===== config.mk =====
export PLATFORM = sky130hd
export DESIGN_NAME = dtcm_ctrl_flat
export DESIGN_NICKNAME = d
export VERILOG_FILES = /design/src/rtl/dtcm_ctrl_if.sv /design/src/rtl/dtcm_ctrl.sv /design/src/flat_wrapper.sv
export SDC_FILE = /design/constraint.sdc
export NUM_CORES = 1
export LEC_CHECK = 0
export BUFFER_PORTS_ARGS = -buffer_cell sky130_fd_sc_hd__buf_4
export CAP_MARGIN = 20
export CORE_MARGIN = 5
export CORE_UTILIZATION = 40
export CTS_CLUSTER_DIAMETER = 60
export DETAILED_ROUTE_END_ITERATION = 6
export PLACE_DENSITY = 0.71
export SLEW_MARGIN = 5
export SYNTH_ARGS = -nofsm -noshare
export SYNTH_HDL_FRONTEND = slang
export SYNTH_SLANG_ARGS = --single-unit

===== constraint.sdc =====
create_clock -name clk -period 5.8 [get_ports clk]
set_clock_uncertainty 0.15 [all_clocks]
set_input_delay 0.58 -clock clk [delete_from_list [all_inputs] [get_ports clk]]
set_output_delay 0.58 -clock clk [all_outputs]
set_load 0.05 [all_outputs]

===== src/rtl/dtcm_ctrl_if.sv =====
// LSU <-> DTCM command/response channel.
// The master is the LSU side, the slave is the controller.
interface dtcm_if #(
    parameter int AW = 16,
    parameter int DW = 32
);
    logic          dtcm_cmd_valid;
    logic          dtcm_cmd_ready;
    logic          dtcm_cmd_read;
    logic [AW-1:0] dtcm_cmd_addr;
    logic [DW-1:0] dtcm_cmd_wdata;
    logic [DW/8-1:0] dtcm_cmd_wmask;
    logic          dtcm_rsp_valid;
    logic          dtcm_rsp_ready;
    logic [DW-1:0] dtcm_rsp_rdata;

    modport master (
        output dtcm_cmd_valid,
        output dtcm_cmd_read,
        output dtcm_cmd_addr,
        output dtcm_cmd_wdata,
        output dtcm_cmd_wmask,
        input  dtcm_cmd_ready,
        input  dtcm_rsp_valid,
        input  dtcm_rsp_rdata,
        output dtcm_rsp_ready
    );

    modport slave (
        input  dtcm_cmd_valid,
        input  dtcm_cmd_read,
        input  dtcm_cmd_addr,
        input  dtcm_cmd_wdata,
        input  dtcm_cmd_wmask,
        output dtcm_cmd_ready,
        output dtcm_rsp_valid,
        output dtcm_rsp_rdata,
        input  dtcm_rsp_ready
    );
endinterface


===== src/rtl/dtcm_ctrl.sv =====
// Data TCM controller: LSU command/response bridge onto a 1-cycle SRAM.
// Responses fall through when idle, otherwise queue in a small FIFO.
module dtcm_ctrl #(
    parameter int AW        = 16,
    parameter int DW        = 32,
    parameter int RSP_DEPTH = 2
) (
    input  logic            clk,
    input  logic            rst_n,
    dtcm_if.slave           lsu,
    output logic            ram_cs,
    output logic            ram_we,
    output logic [AW-3:0]   ram_addr,
    output logic [DW/8-1:0] ram_wem,
    output logic [DW-1:0]   ram_din,
    input  logic [DW-1:0]   ram_dout
);
    localparam int PW = (RSP_DEPTH > 1) ? $clog2(RSP_DEPTH) : 1;
    localparam int CW = $clog2(RSP_DEPTH + 1);
    localparam logic [PW-1:0] LAST    = PW'(RSP_DEPTH - 1);
    localparam logic [CW:0]   CREDITS = (CW + 1)'(RSP_DEPTH);

    logic          pending;
    logic          pend_rd;
    logic [CW-1:0] count;
    logic [PW-1:0] head;
    logic [PW-1:0] tail;
    logic [DW-1:0] rsp_buf [RSP_DEPTH];

    logic          fire;
    logic          pop;
    logic          push;
    logic          buf_empty;
    logic [CW:0]   in_use;
    logic [DW-1:0] rsp_cur;
    logic          unused_addr;

    function automatic logic [PW-1:0] wrap_inc(input logic [PW-1:0] p);
        return (p == LAST) ? '0 : p + 1'b1;
    endfunction

    // Credit counts both buffered and in-flight responses, so an
    // accepted command always has a slot waiting for its SRAM result.
    assign buf_empty = (count == '0);
    assign in_use    = {1'b0, count} + (CW + 1)'(pending);

    assign lsu.dtcm_cmd_ready = rst_n & (in_use < CREDITS);
    assign fire = lsu.dtcm_cmd_valid & lsu.dtcm_cmd_ready;

    assign ram_cs   = fire;
    assign ram_we   = fire & ~lsu.dtcm_cmd_read;
    assign ram_addr = lsu.dtcm_cmd_addr[AW-1:2];
    assign ram_wem  = lsu.dtcm_cmd_wmask;
    assign ram_din  = lsu.dtcm_cmd_wdata;

    assign unused_addr = ^lsu.dtcm_cmd_addr[1:0];

    assign rsp_cur = pend_rd ? ram_dout : '0;

    assign lsu.dtcm_rsp_valid = ~buf_empty | pending;
    assign lsu.dtcm_rsp_rdata = buf_empty ? rsp_cur : rsp_buf[head];

    assign pop  = ~buf_empty & lsu.dtcm_rsp_ready;
    assign push = pending & ~(buf_empty & lsu.dtcm_rsp_ready);

    always_ff @(posedge clk or negedge rst_n) begin
        if (!rst_n) begin
            pending <= 1'b0;
            pend_rd <= 1'b0;
            count   <= '0;
            head    <= '0;
            tail    <= '0;
        end else begin
            pending <= fire;
            pend_rd <= fire & lsu.dtcm_cmd_read;
            if (pop) begin
                head <= wrap_inc(head);
            end
            if (push) begin
                tail <= wrap_inc(tail);
            end
            if (push && !pop) begin
                count <= count + 1'b1;
            end else if (pop && !push) begin
                count <= count - 1'b1;
            end
        end
    end

    // SRAM dout is only valid for one cycle, so it is captured here.
    always_ff @(posedge clk) begin
        if (push) begin
            rsp_buf[tail] <= rsp_cur;
        end
    end
endmodule


===== src/flat_wrapper.sv =====
// flat-port wrapper written by rule: the top's interface ports become plain ports
module dtcm_ctrl_flat 
#(
    parameter int AW        = 16,
    parameter int DW        = 32,
    parameter int RSP_DEPTH = 2
)
  (clk, rst_n, ram_cs, ram_we, ram_addr, ram_wem, ram_din, ram_dout, lsu_dtcm_cmd_valid, lsu_dtcm_cmd_read, lsu_dtcm_cmd_addr, lsu_dtcm_cmd_wdata, lsu_dtcm_cmd_wmask, lsu_dtcm_cmd_ready, lsu_dtcm_rsp_valid, lsu_dtcm_rsp_rdata, lsu_dtcm_rsp_ready);
  dtcm_if #(.AW(AW), .DW(DW)) lsu_i ();
  input  logic clk;
  input  logic rst_n;
  output logic ram_cs;
  output logic ram_we;
  output logic [AW-3:0] ram_addr;
  output logic [DW/8-1:0] ram_wem;
  output logic [DW-1:0] ram_din;
  input  logic [DW-1:0] ram_dout;
  input wire logic [$bits(lsu_i.dtcm_cmd_valid)-1:0] lsu_dtcm_cmd_valid;
  input wire logic [$bits(lsu_i.dtcm_cmd_read)-1:0] lsu_dtcm_cmd_read;
  input wire logic [$bits(lsu_i.dtcm_cmd_addr)-1:0] lsu_dtcm_cmd_addr;
  input wire logic [$bits(lsu_i.dtcm_cmd_wdata)-1:0] lsu_dtcm_cmd_wdata;
  input wire logic [$bits(lsu_i.dtcm_cmd_wmask)-1:0] lsu_dtcm_cmd_wmask;
  output wire logic [$bits(lsu_i.dtcm_cmd_ready)-1:0] lsu_dtcm_cmd_ready;
  output wire logic [$bits(lsu_i.dtcm_rsp_valid)-1:0] lsu_dtcm_rsp_valid;
  output wire logic [$bits(lsu_i.dtcm_rsp_rdata)-1:0] lsu_dtcm_rsp_rdata;
  input wire logic [$bits(lsu_i.dtcm_rsp_ready)-1:0] lsu_dtcm_rsp_ready;
  assign lsu_i.dtcm_cmd_valid = lsu_dtcm_cmd_valid;
  assign lsu_i.dtcm_cmd_read = lsu_dtcm_cmd_read;
  assign lsu_i.dtcm_cmd_addr = lsu_dtcm_cmd_addr;
  assign lsu_i.dtcm_cmd_wdata = lsu_dtcm_cmd_wdata;
  assign lsu_i.dtcm_cmd_wmask = lsu_dtcm_cmd_wmask;
  assign lsu_dtcm_cmd_ready = lsu_i.dtcm_cmd_ready;
  assign lsu_dtcm_rsp_valid = lsu_i.dtcm_rsp_valid;
  assign lsu_dtcm_rsp_rdata = lsu_i.dtcm_rsp_rdata;
  assign lsu_i.dtcm_rsp_ready = lsu_dtcm_rsp_ready;
  dtcm_ctrl #(.AW(AW), .DW(DW), .RSP_DEPTH(RSP_DEPTH)) u_core (.clk(clk), .rst_n(rst_n), .lsu(lsu_i), .ram_cs(ram_cs), .ram_we(ram_we), .ram_addr(ram_addr), .ram_wem(ram_wem), .ram_din(ram_din), .ram_dout(ram_dout));
endmodule

==> flow_metrics.py <==
metrics = {
    "outcome": {
        "status": "complete, no violations",
    },
    "critical_path": {
        "crit_path_end_kind": "primary output",
        "ff2ff_path_depth": 3,
        "critPathKind": "input port to primary output",
        "required_ns": 5.07,
        "path_delay_family": "buffers and inverters",
        "critical_path.most_common_cell": "buf_4",
        "crit_arrival_ns": 2.14,
        "ff2ff_setup_slack_ns": 3.64,
        "reg2reg_from": "u_core.count[1]",
        "crit_chain": "dlygate4sd3_1 > buf_4 > inv_1 > a2111oi_4 > nor2b_1 > buf_4",
        "slowest_delay_ns": 0.53,
        "slowest_stage": "dlygate4sd3_1",
        "crit_buf_inv": 4,
        "worstReg2RegEnd": "u_core.rsp_buf[0][16]",
        "start_kind": "input port",
        "path_max_fanout": 7,
        "cp_num_cells": 6,
    },
    "worst_hold_path": {
        "hp-start": "lsu_dtcm_cmd_read",
        "hp-class": "input port to register",
        "hold_depth": 2,
        "min_to": "u_core.pend_rd",
    },
    "routing": {
        "drt-initial-drc-count": 64,
        "drt-total-wl_um": 6190,
        "postRouteAntennaNets": 0,
        "drt_pass1_iterations": 4,
        "viasPerCell": 4.73,
        "drc_errors": 0,
        "vias": 1991,
        "wl_per_cell_um": 14.7,
    },
    "synth": {
        "synth_cell_types": 27,
        "synth_ff_type": "edfxtp_1",
        "syn_nets": 377,
        "postSynthAreaPerCell_um2": 12.2,
        "syn_area_mm2": 0.00352,
        "synth_edf_count": 64,
        "async_reset_ff_share_pct": 8.57,
        "ys_warn_count": 0,
        "seq_area_frac_synth_pct": 58.9,
        "postSynthCellCount": 288,
        "ys_seq_elements": 70,
    },
    "placement": {
        "io_buffers": 72,
        "place.gp.congestion": 0.671,
        "place_area_mm2": 0.00377,
        "dp_hpwl_um": 4050,
        "placed_cells": 404,
    },
    "power_and_ir_drop": {
        "irDropWorstVdd_mv": 0.209,
        "clkPwrFrac_pct": 20.4,
        "p_per_area_mw_per_mm2": 510,
        "p_leak_uw": 0.00156,
        "p_seq_share_pct": 35.3,
        "switching_share_pct": 43.0,
        "power.switching_uw": 874,
        "power_frac_comb_pct": 44.3,
        "cell_internal_pwr_uw": 1160,
    },
    "clock_tree": {
        "postCtsSetupBuffers": 0,
        "cts-resized-gates": 0,
        "cts_tree": "built",
        "cts_buffer_depth": 2,
        "cts_buffers": 9,
        "clock_sinks": 70,
        "insertion_delay_ns": 0.34,
        "h-tree-depth": 3,
        "clkTransAtPathRegs_ns": 0.07,
        "root_buffer": "clkbuf_8",
    },
    "floorplanning": {
        "start_util_pct": 40.8,
        "rows": 34,
        "die_x_um": 104,
        "coreArea_mm2": 0.00864,
        "io_pins": 175,
        "dieHeight_um": 104,
        "dieArea_mm2": 0.0108,
    },
    "timing": {
        "final-hold-violation-count": 0,
        "min_period_over_period_pct": 49.5,
        "tns_ns": 0,
        "post-route-min-period_ns": 2.87,
        "finalMaxSlewViolations": 0,
        "worst_slew_pin_slew_ns": 1.01,
        "setup_viol": 0,
        "rsz0062_at_grt": "no",
        "slew_headroom_pct": 32.5,
        "fmax_ghz": 0.348,
    },
    "global_route": {
        "grt_use_met3_pct": 4.91,
        "grt.overflow.total": 0,
        "grt_pass1_vias": 1995,
        "busiest_layer": "met2",
        "met1_usage_pct": 13.3,
        "met2_usage_pct": 17.7,
        "grt_antenna_before_repair": 0,
        "grt_usage_pct": 11.3,
        "grt_max_degree": 35,
        "grt_pass1_wl_um": 9720,
    },
    "cells_and_area": {
        "postLayoutCoreUtil_pct": 46.2,
        "drive_above_1_share_pct": 30.0,
        "syn_to_final_growth_pct": 13.4,
        "finalNonFillerCells": 421,
        "fin_nets": 397,
        "antennaDiodeCount": 0,
        "postLayoutCellArea_mm2": 0.00399,
    },
    "flow_run": {
        "drv_cap": 0,
    },
}
-- cell type report --
type | count | area, µm²
clock buffer | 9 | 124
fill | 798 | 4640
tap | 108 | 135
inverter | 2 | 7.51
sequential | 70 | 2070
timing repair buffer | 74 | 578
multi-input combinational | 151 | 986
clock inverter | 7 | 88.8
-- worst max path at each step --
| stage | end | slack [ns] | from |
|---|---|---|---|
| final | ram_we | 2.93 | rst_n |
| after global routing | lsu_dtcm_rsp_rdata[11] | 2.73 | u_core.count[0] |
| after CTS | lsu_dtcm_rsp_rdata[13] | 2.89 | u_core.count[0] |
| after detailed placement | lsu_dtcm_rsp_rdata[13] | 3.27 | u_core.count[0] |
| after global placement | lsu_dtcm_rsp_rdata[13] | 3.00 | u_core.count[0] |
| after floorplan | ram_we | 2.85 | rst_n |
-- synth_stat cells (2+ instances only) --
library cell | count | area share (%)
buf_4 | 54 | 12
edfxtp_1 | 64 | 55
a21oi_1 | 2 | 0.28
inv_1 | 2 | 0.21
buf_2 | 5 | 0.71
clkbuf_2 | 2 | 0.28
xnor2_1 | 2 | 0.50
nor2b_1 | 2 | 0.36
o21ai_1 | 6 | 0.85
dfrtp_1 | 6 | 4.3
clkbuf_1 | 3 | 0.32
mux2i_1 | 33 | 9.4
and2_1 | 33 | 5.9
o21ai_0 | 27 | 3.8
nor2_1 | 2 | 0.21
a211oi_1 | 2 | 0.43
nand2_1 | 33 | 3.5
-- cells in the final DEF, fill, tap and decap left out, drive strengths merged, types with 2 or more instances in the layout --
master and count:
mux2i 33, bufinv 2, and2 33, o21ai 33, buf 73, nor2 3
nor2b 2, inv 2, nand2 34, a21oi 2, clkinv 4, xnor2 2
a211oi 2, dfrtp 6, edfxtp 64, clkbuf 9
-- power by group through the flow --
stage / clock network, µW / registers, µW / logic, µW
after global routing: 452 / 728 / 954
after floorplan: 0 / 645 / 830
after detailed placement: 0 / 733 / 914
after CTS: 425 / 721 / 915
after global placement: 0 / 726 / 881
final: 415 / 718 / 902
-- layer usage --
metal  vias up  part of all wire, %
li1        997                    -
met1       913                   43
met2        65                   48
met3        16                  7.8
met4         0                  1.6
met5         -                    0
-- registers in the layout, summed over array words and instances (netlist names) --
signal          cells
u_core.count        2
u_core.rsp_buf     64
u_core.pending      1
u_core.pend_rd      1
u_core.head         1
u_core.tail         1
-- cells by family after synthesis --
| kind of cell | count (synthesis) | synth area share (%) |
|---|---|---|
| AO/OA/AOI/OAI | 38 | 6.19 |
| flip-flops | 70 | 58.9 |
| XOR/XNOR | 2 | 0.498 |
| AND/OR/NAND/NOR | 78 | 11.7 |
| multiplexers | 33 | 9.39 |
| buffers and inverters | 67 | 13.4 |
-- metrics by stage --
| stage | total power [µW] | setup slack [ns] | hold WS [ns] |
|---|---|---|---|
| after floorplan | 1480 | 2.85 | 0.134 |
| after global placement | 1610 | 3.00 | 0.246 |
| after detailed placement | 1650 | 3.27 | 0.245 |
| after CTS | 2060 | 2.89 | 0.300 |
| after global routing | 2130 | 2.73 | 0.310 |
| final | 2030 | 2.93 | 0.314 |
-- timing repair --
action / CTS / global route
hold buffers: 1 / 0
hold endpoints to repair: 6 / 0
endpoints found under the setup margin: 0 / 0
Note: power is estimated with default switching activity, not from simulation.
